### src/rtl/ck_pkg.sv
// ck_pkg -- shared definitions for the fractional clock-enable divider.
//   ST_IDLE / ST_SETTLE / ST_LOCKED : lock state encoding
//   settle_cnt_width()              : width of the saturating settle counter
package ck_pkg;

  localparam logic [1:0] ST_IDLE   = 2'd0;
  localparam logic [1:0] ST_SETTLE = 2'd1;
  localparam logic [1:0] ST_LOCKED = 2'd2;

  // ceil(log2(lock_cycles + 1)), never less than one bit.
  function automatic int settle_cnt_width(input int lock_cycles);
    int w;
    w = 1;
    while ((1 << w) < (lock_cycles + 1)) begin
      w = w + 1;
    end
    return w;
  endfunction

endpackage

### src/rtl/ck_phase_acc.sv
// ck_phase_acc -- phase accumulator and wrap compare.
//   clk, rst_n : clock and asynchronous active-low reset
//   run        : advance the accumulator by mult this cycle
//   clear      : load zero (takes priority over run)
//   mult, div  : active ratio terms, mult <= div guaranteed while running
//   wrap       : combinational, sum >= div this cycle
//   acc        : accumulator value, always < div while running
module ck_phase_acc
  import ck_pkg::*;
#(
  parameter int WIDTH = 16
) (
  input  logic             clk,
  input  logic             rst_n,
  input  logic             run,
  input  logic             clear,
  input  logic [WIDTH-1:0] mult,
  input  logic [WIDTH-1:0] div,
  output logic             wrap,
  output logic [WIDTH:0]   acc
);

  logic [WIDTH:0] acc_reg;
  logic [WIDTH:0] acc_next;
  logic [WIDTH:0] sum;

  // One extra bit holds acc + mult without overflow since acc < div and mult <= div.
  always_comb begin
    sum      = acc_reg + {1'b0, mult};
    wrap     = run && (sum >= {1'b0, div});
    acc_next = acc_reg;
    if (clear) begin
      acc_next = '0;
    end else if (wrap) begin
      acc_next = sum - {1'b0, div};
    end else if (run) begin
      acc_next = sum;
    end
  end

  always_ff @(posedge clk or negedge rst_n) begin
    if (!rst_n) begin
      acc_reg <= '0;
    end else begin
      acc_reg <= acc_next;
    end
  end

  assign acc = acc_reg;

endmodule

### src/rtl/ck_frac_div.sv
// ck_frac_div -- fractional clock-enable generator, ce rate f*M/D.
//   ck_in, sys_rst_i        : clock, asynchronous active-low reset
//   cfg_we_i, cfg_mult_i/div: config write (captured into shadow registers)
//   cfg_busy_o              : shadow config pending
//   ce_o, ck_out            : registered enable pulse and toggle output
//   locked_o, err_o         : rate settled / active config invalid
// A pending config is applied only on an accumulator wrap (or at once when
// idle) so the period in progress always completes.
module ck_frac_div
  import ck_pkg::*;
#(
  parameter int WIDTH       = 16,
  parameter int MULT_BY     = 1,
  parameter int DIV_BY      = 1,
  parameter int LOCK_CYCLES = 4
) (
  input  logic             ck_in,
  input  logic             sys_rst_i,
  input  logic             cfg_we_i,
  input  logic [WIDTH-1:0] cfg_mult_i,
  input  logic [WIDTH-1:0] cfg_div_i,
  output logic             cfg_busy_o,
  output logic             ce_o,
  output logic             ck_out,
  output logic             locked_o,
  output logic             err_o
);

  localparam int              CNT_W   = settle_cnt_width(LOCK_CYCLES);
  localparam logic [CNT_W-1:0] CNT_MAX = CNT_W'(LOCK_CYCLES);

  logic [WIDTH-1:0] mult_reg, div_reg, shd_mult_reg, shd_div_reg;
  logic [WIDTH-1:0] mult_next, div_next;
  logic             busy_reg, busy_next;
  logic [1:0]       state_reg, state_next;
  logic [CNT_W-1:0] cnt_reg, cnt_next;
  logic             skip_reg, skip_next;
  logic             ce_reg, ck_reg, locked_reg, locked_next, err_reg, err_next;
  logic             idle, run, wrap, apply, cfg_bad, cfg_zero;
  logic [WIDTH:0]   acc;

  ck_phase_acc #(.WIDTH(WIDTH)) u_acc (
    .clk   (ck_in),
    .rst_n (sys_rst_i),
    .run   (run),
    .clear (apply),
    .mult  (mult_reg),
    .div   (div_reg),
    .wrap  (wrap),
    .acc   (acc)
  );

  always_comb begin
    idle        = (state_reg == ST_IDLE);
    run         = !idle;
    apply       = busy_reg && (wrap || idle);
    mult_next   = apply ? shd_mult_reg : mult_reg;
    div_next    = apply ? shd_div_reg  : div_reg;
    cfg_bad     = (div_next == '0) || (mult_next > div_next);
    cfg_zero    = (mult_next == '0);
    busy_next   = cfg_we_i ? 1'b1 : (apply ? 1'b0 : busy_reg);
    state_next  = state_reg;
    cnt_next    = cnt_reg;
    skip_next   = 1'b0;
    locked_next = locked_reg;
    err_next    = err_reg;
    if (apply || idle) begin
      // (Re)evaluate the config that will be active next cycle.
      cnt_next  = '0;
      // The pulse of the wrap that triggered the apply belongs to the old
      // config and must not count toward settling.
      skip_next = apply && wrap;
      if (cfg_bad) begin
        state_next  = ST_IDLE;
        err_next    = 1'b1;
        locked_next = 1'b0;
      end else if (cfg_zero) begin
        state_next  = ST_IDLE;
        err_next    = 1'b0;
        locked_next = 1'b1;
      end else begin
        state_next  = ST_SETTLE;
        err_next    = 1'b0;
        locked_next = 1'b0;
      end
    end else if ((state_reg == ST_SETTLE) && ce_reg && !skip_reg) begin
      if (cnt_reg < CNT_MAX) begin
        cnt_next = cnt_reg + 1'b1;
      end
      if (cnt_next >= CNT_MAX) begin
        state_next  = ST_LOCKED;
        locked_next = 1'b1;
      end
    end
  end

  always_ff @(posedge ck_in or negedge sys_rst_i) begin
    if (!sys_rst_i) begin
      mult_reg     <= WIDTH'(MULT_BY);
      div_reg      <= WIDTH'(DIV_BY);
      shd_mult_reg <= WIDTH'(MULT_BY);
      shd_div_reg  <= WIDTH'(DIV_BY);
      busy_reg     <= 1'b0;
      state_reg    <= ST_IDLE;
      cnt_reg      <= '0;
      skip_reg     <= 1'b0;
      ce_reg       <= 1'b0;
      ck_reg       <= 1'b0;
      locked_reg   <= 1'b0;
      err_reg      <= 1'b0;
    end else begin
      if (cfg_we_i) begin
        shd_mult_reg <= cfg_mult_i;
        shd_div_reg  <= cfg_div_i;
      end
      mult_reg   <= mult_next;
      div_reg    <= div_next;
      busy_reg   <= busy_next;
      state_reg  <= state_next;
      cnt_reg    <= cnt_next;
      skip_reg   <= skip_next;
      ce_reg     <= wrap;
      ck_reg     <= ck_reg ^ wrap;
      locked_reg <= locked_next;
      err_reg    <= err_next;
    end
  end

  assign cfg_busy_o = busy_reg;
  assign ce_o       = ce_reg;
  assign ck_out     = ck_reg;
  assign locked_o   = locked_reg;
  assign err_o      = err_reg;

endmodule

### config.mk
export PLATFORM = sky130hd
export DESIGN_NAME = ck_frac_div
export DESIGN_NICKNAME = d
export VERILOG_FILES = /design/src/rtl/ck_pkg.sv /design/src/rtl/ck_phase_acc.sv /design/src/rtl/ck_frac_div.sv
export SDC_FILE = /design/constraint.sdc
export NUM_CORES = 1
export LEC_CHECK = 0
export ABC_AREA = 0
export ABC_CLOCK_PERIOD_IN_PS = 15500
export CAP_MARGIN = 10
export CORE_UTILIZATION = 25
export DETAILED_ROUTE_END_ITERATION = 10
export HOLD_SLACK_MARGIN = 0.12
export PLACE_DENSITY = 0.49
export SLEW_MARGIN = 25
export SYNTH_ARGS = -nofsm -noshare
export SYNTH_HDL_FRONTEND = slang
export SYNTH_HIERARCHICAL = 1
export SYNTH_SLANG_ARGS = --single-unit
### constraint.sdc
create_clock -name ck_in -period 15.5 [get_ports ck_in]
set_input_delay 3.1 -clock ck_in [delete_from_list [all_inputs] [get_ports ck_in]]
set_output_delay 3.1 -clock ck_in [all_outputs]
set_load 0.005 [all_outputs]
* Word-level counts from Yosys, hierarchy flattened
Cells that the tools add are included.
** Operators by class
- Bitwise operators :: 1
- Add/subtract/negate cells :: 3
- Equal/unequal tests :: 2
- Mux-type cells :: 24
- Order comparisons :: 4
- Reductions and logical operators :: 17
** Operators by type and width (number)
- 17-bit 2-to-1 mux :: 3
- 16-bit logical NOT :: 2
- 16-bit 2-to-1 mux :: 2
- 17-bit by 16-bit adder with 17-bit output :: 1
- 17-bit by 16-bit >= comparator with 1-bit output :: 1
- 17-bit by 16-bit subtractor with 17-bit output :: 1
- 16-bit greater-than comparator :: 1
- 3-bit 2-to-1 mux :: 5
- 1-bit 2-to-1 mux :: 11
- 2-bit 2-to-1 mux :: 3
- 2-bit nonzero test :: 3
- 1-bit logical AND :: 5
- 3-bit by 1-bit adder with 3-bit output (second input constant) :: 1
- 3-bit >= comparator (second input constant) :: 1
- 1-bit logical OR :: 3
- 3-bit < comparator (second input constant) :: 1
- 3-bit by 1-bit inequality test with 1-bit output (second input constant) :: 1
- 2-bit by 1-bit equality test with 1-bit output (second input constant) :: 1
- 1-bit logical NOT :: 2
- 2-bit logical NOT :: 1
- 2-bit AND reduction :: 1
- 1-bit XOR :: 1
** Word-level totals
- Bits in registers :: 92
- Word-level logic and storage cells :: 64

* Depth between registers and ports, before layout
- Depth in word-level cells :: 11
- Mapped depth :: 30
- Gate-level depth less buffers :: 27

* Cells and area by module
Netlist, hierarchy kept.
** By module, submodules not included
- ck_frac_div :: sequential area each 1881.8 um2, instances 1, cells an instance 299, area each 3369.5 um2
- ck_phase_acc :: sequential area each 425.4 um2, instances 1, cells an instance 322, area each 2502.4 um2

* Least setup slack after synthesis
OpenSTA, ideal clock, no wires.
- Path type :: register to register
- Start :: register mult_reg[0]
- End :: register state_reg[0]
- Path buffers :: 3
- Slack :: 9.579 ns
- Stages on the path, launching flop included :: 28
- Data arrival time :: 5.820 ns
- Clock period less this slack :: 5.921 ns
- Cells stage by stage :: dfstp_2 -> ha_1 -> inv_1 -> fa_1 -> nor2b_4 -> o31a_1 -> o21ai_0 -> o21ai_0 -> xnor2_1 -> ha_1 -> a21oi_1 -> o221ai_1 -> o21ai_1 -> a31oi_2 -> a21o_2 -> or2_1 -> buf_6 -> buf_6 -> and2_1 -> o21ai_4 -> buf_2 -> mux2i_1 -> ha_1 -> a21oi_1 -> nand2_1 -> a21o_1 -> o31a_1 -> o32ai_1
** On the way
- Cells in the longest elaborated chain, start to end :: 10
- Elaborated cells on any way between the ends :: 18
** Ends and longest elaborated chain
- start, declared :: line ck_frac_div.sv:32 : logic [WIDTH-1:0] mult_reg, div_reg, shd_mult_reg, shd_div_reg;
- start signal, assigned :: line ck_frac_div.sv:99 : mult_reg <= WIDTH'(MULT_BY);
- start signal, assigned :: line ck_frac_div.sv:116 : mult_reg <= mult_next;
- 17-bit by 16-bit adder with 17-bit output (*) :: line ck_phase_acc.sv:29 : sum = acc_reg + {1'b0, mult};
- 17-bit by 16-bit >= comparator with 1-bit output (*) :: line ck_phase_acc.sv:30 : wrap = run && (sum >= {1'b0, div});
- 1-bit logical AND (*) :: line ck_phase_acc.sv:30
- net wrap :: line ck_frac_div.sv:39 : logic idle, run, wrap, apply, cfg_bad, cfg_zero;
- 1-bit logical OR (*) :: line ck_frac_div.sv:56 : apply = busy_reg && (wrap || idle);
- 1-bit logical AND (*) :: line ck_frac_div.sv:56
- 16-bit 2-to-1 mux (on tied branches) :: line ck_frac_div.sv:57, ck_frac_div.sv:58
- 16-bit greater-than comparator (tied with other cells) :: line ck_frac_div.sv:59 : cfg_bad = (div_next == '0) || (mult_next > div_next);
- 1-bit logical OR or 1-bit 2-to-1 mux (tied branches) :: line ck_frac_div.sv:59, ck_frac_div.sv:77
- 1-bit 2-to-1 mux :: line ck_frac_div.sv:73 : if (cfg_bad) begin
- 2-bit 2-to-1 mux :: line ck_frac_div.sv:67 : if (apply || idle) begin
- end signal, assigned :: line ck_frac_div.sv:119 : state_reg <= state_next;
- end, declared :: line ck_frac_div.sv:35 : logic [1:0] state_reg, state_next;
The timed path passes the listed nets; every way through them passes the cells marked *.
A chain may end at the register's enable or synchronous reset.

* Worst setup path in the final report
- Start :: register mult_reg[0]
- End :: register state_reg[0]
** On the way
- Cells in the longest elaborated chain, start to end :: 10
- Elaborated cells on any way between the ends :: 18
** Ends and longest elaborated chain
- 17-bit by 16-bit adder with 17-bit output (*) :: line ck_phase_acc.sv:29
- 17-bit by 16-bit >= comparator with 1-bit output (*) :: line ck_phase_acc.sv:30
- 1-bit logical AND (*) :: line ck_phase_acc.sv:30
- net wrap :: line ck_frac_div.sv:39
- 1-bit logical OR (*) :: line ck_frac_div.sv:56
- 1-bit logical AND (*) :: line ck_frac_div.sv:56
- 16-bit 2-to-1 mux (*) :: line ck_frac_div.sv:58 : div_next = apply ? shd_div_reg : div_reg;
- net div_next[8] :: line ck_frac_div.sv:33 : logic [WIDTH-1:0] mult_next, div_next;
- 16-bit greater-than comparator or 16-bit logical NOT (tied branches) :: line ck_frac_div.sv:59
- 1-bit logical OR (*) :: line ck_frac_div.sv:59
- 1-bit 2-to-1 mux (*) :: line ck_frac_div.sv:73
- 2-bit 2-to-1 mux (*) :: line ck_frac_div.sv:67
Marks and branches as above.

==> impl_metrics.tcl <==
set metrics [dict create \
    outcome "completed" \
    min_path_type "reg -> reg" \
    finalInstanceArea_sq_um 6890 \
    ctsHtreeMaxLevel 3 \
    grt_pass1_vias 4596 \
    use_met2_pct 21.0 \
    rsz0062_at_grt "false" \
    post_drt_wl_per_cell_microns 16.6 \
    critPathArrivalTime_ns 7.52 \
    clock_skew_ns 0.0100 \
    yosysWarnings 6 \
    synth_largest_area_cell "dfrtp_1" \
    diodes 0 \
    met3_usage_pct 2.06 \
    synth_common_cells "nand2_1 (95), dfrtp_1 (88), ha_1 (49)" \
    fmax_ghz 0.137 \
    syn_area_sq_um 5870 \
    cts_root_buffer "clkbuf_16" \
    synth_top_area_share_pct 37.5 \
    fin_util_pct 30.2 \
    placed_cell_area_sq_um 6590 \
    ys_ff_latch 92 \
    clockBufferDepth 2 \
    cts_sinks 92 \
    synth.area.top_cells "dfrtp_1 (38%), ha_1 (10%), mux2_2 (6.1%)" \
    end_kind "register" \
    numCtsBuffers 9 \
    die_y_microns 155 \
    die_area_sq_um 24100 \
    rr_worst_depth 28 \
    slew_headroom_pct 34.3 \
    yosys.cell_count.top_type "nand2_1" \
    io_buffers 39 \
    crit_type "reg -> reg" \
    rows 55 \
    ant_nets 0 \
    ys.flop_type "dfrtp_1" \
    slew_viol_final 0 \
    tightestPinTransition_ns 0.983 \
    post_cts_buffers 0 \
    area_delta_synth_final_pct 17.4 \
    overflow 0 \
    required_ns 15.73 \
    synth_cell_types 71 \
    grt_use_total_pct 14.2 \
    finalCritPeriodShare_pct 47.1 \
    layout.cells.non_filler 974 \
    crit_fanout 40 \
    clk_pin_slew_ns 0.07 \
    worst_setup_path_start_kind "register" \
    drt_iter0_drc 274 \
    postSynthCellCount 621 \
    finalSetupTns_ns 0 \
    clkLatencyLatePin_ns 0.35 \
    maxCapViolCount 0 \
    grt_busiest_layer "met1" \
    drt-total-wl_mm 16.2 \
    slowest_delay_ns 0.67 \
    period_needed_ns 7.30 \
    grt_pass1_wl_mm 26.2 \
    gp_congestion 0.846 \
    dp_cells 958 \
    fillers 2468 \
    core_area_sq_um 22800 \
    synth_fp_nets 707 \
    cts_tree "yes" \
    finalHoldViolations 0 \
    synth_edf_count 0 \
    hpwl_mm 12.4 \
    grt_use_met1_pct 21.7 \
    largest_register_ff_count 17 \
    die_w_microns 155 \
    cpMaxStageDelayCell "inv_2" \
    crit_path_frequent_cell "ha_1" \
    cts_hold_buf 0 \
    avgViaCountPerCell 4.78 \
    holdPathStages 1 \
    io_pins 40 \
    nNetsFinal 742 \
    vias 4655 \
    drive_gt1_share_pct 11.2 \
    ys_seq_area_share_pct 39.3 \
    multi_input_area_sq_um 3300 \
    syn_area_per_cell_sq_um 9.46 \
    initial_core_util_pct 25.7 \
    finalSetupViolations 0 \
    synthArstFlopShare_pct 100 \
    drtPass1Iterations 5 \
    antenna_found_initial 0 \
    drc 0 \
    cts_resized 0 \
    grt_max_degree 74 \
    seqCellArea_sq_um 2310 \
]
stage by stage:
step | setup slack, ns | hold slack (ns)
final | 8.20 | 0.494
after global routing | 7.63 | 0.524
after CTS | 8.17 | 0.510
after detailed placement | 8.21 | 0.498
after global placement | 8.20 | 0.504
after floorplan | 9.58 | 0.457
cell type report:
| type | count | share of cell area, % |
|---|---|---|
| clock buffers | 12 | 3.58 |
| multi-input cells | 463 | 47.8 |
| flip-flops and latches | 92 | 33.5 |
| clock inverters | 4 | 0.817 |
| repair buffers | 42 | 6.01 |
| well taps | 313 | 5.68 |
| inverters | 48 | 2.61 |
placed cells by master, fill, tap and decap left out, types with 11 or more instances in the layout:
cell type and count:
nand2_1 95, a211oi_1 11, clkdlybuf4s50_1 38, nor4_1 16
xnor2_1 16, a21oi_1 21, ha_1 49, dfrtp_1 88
mux2_2 32, o21ai_0 20, nor2_1 45, o21a_1 11
mux2i_1 18, inv_1 46
worst paths after layout:
kind	start	to	slack, ns
max	mult_reg[0]	state_reg[0]	8.20
max in group asynchronous	sys_rst_i	u_acc/acc[0]	11.91
min in group asynchronous	sys_rst_i	shd_mult_reg[4]	2.62
min reg2reg	ck_out	ck_out	0.49
min	ck_out	ck_out	0.49
max reg2reg	mult_reg[0]	state_reg[0]	8.20
critical path, delay by kind of cell, from the launching register on:
kind                     cells  cell delay, ns
AO/OA/AOI/OAI               11            2.16
AND/OR/NAND/NOR              8            2.03
adder cells (fa/ha/maj)      4            1.23
buffers and inverters        4            1.05
flip-flops                   1            0.55
XOR/XNOR                     1            0.11
cell families (layout without fill, tap and decap cells):
kind of cell    after synthesis  after routing  synth area share [%]
fa+ha+maj                    51             51                  11.1
xor+xnor                     22             22                  3.28
flops                        92             92                  39.3
simple gates                217            217                  17.6
mux                          50             50                  9.21
compound gates              123            123                  15.0
buf+inv                      66            106                  4.56
per-layer routing:
layer	up-vias	part of all wire (%)	routed length, microns
li1	2293	-	-
met3	7	3.6	577
met2	109	43	7040
met1	2246	52	8460
met4	0	0.73	119
met5	-	0	0
Power is not shown: default switching activity piles up to over one toggle a cycle in this logic, so the estimate is an artifact.
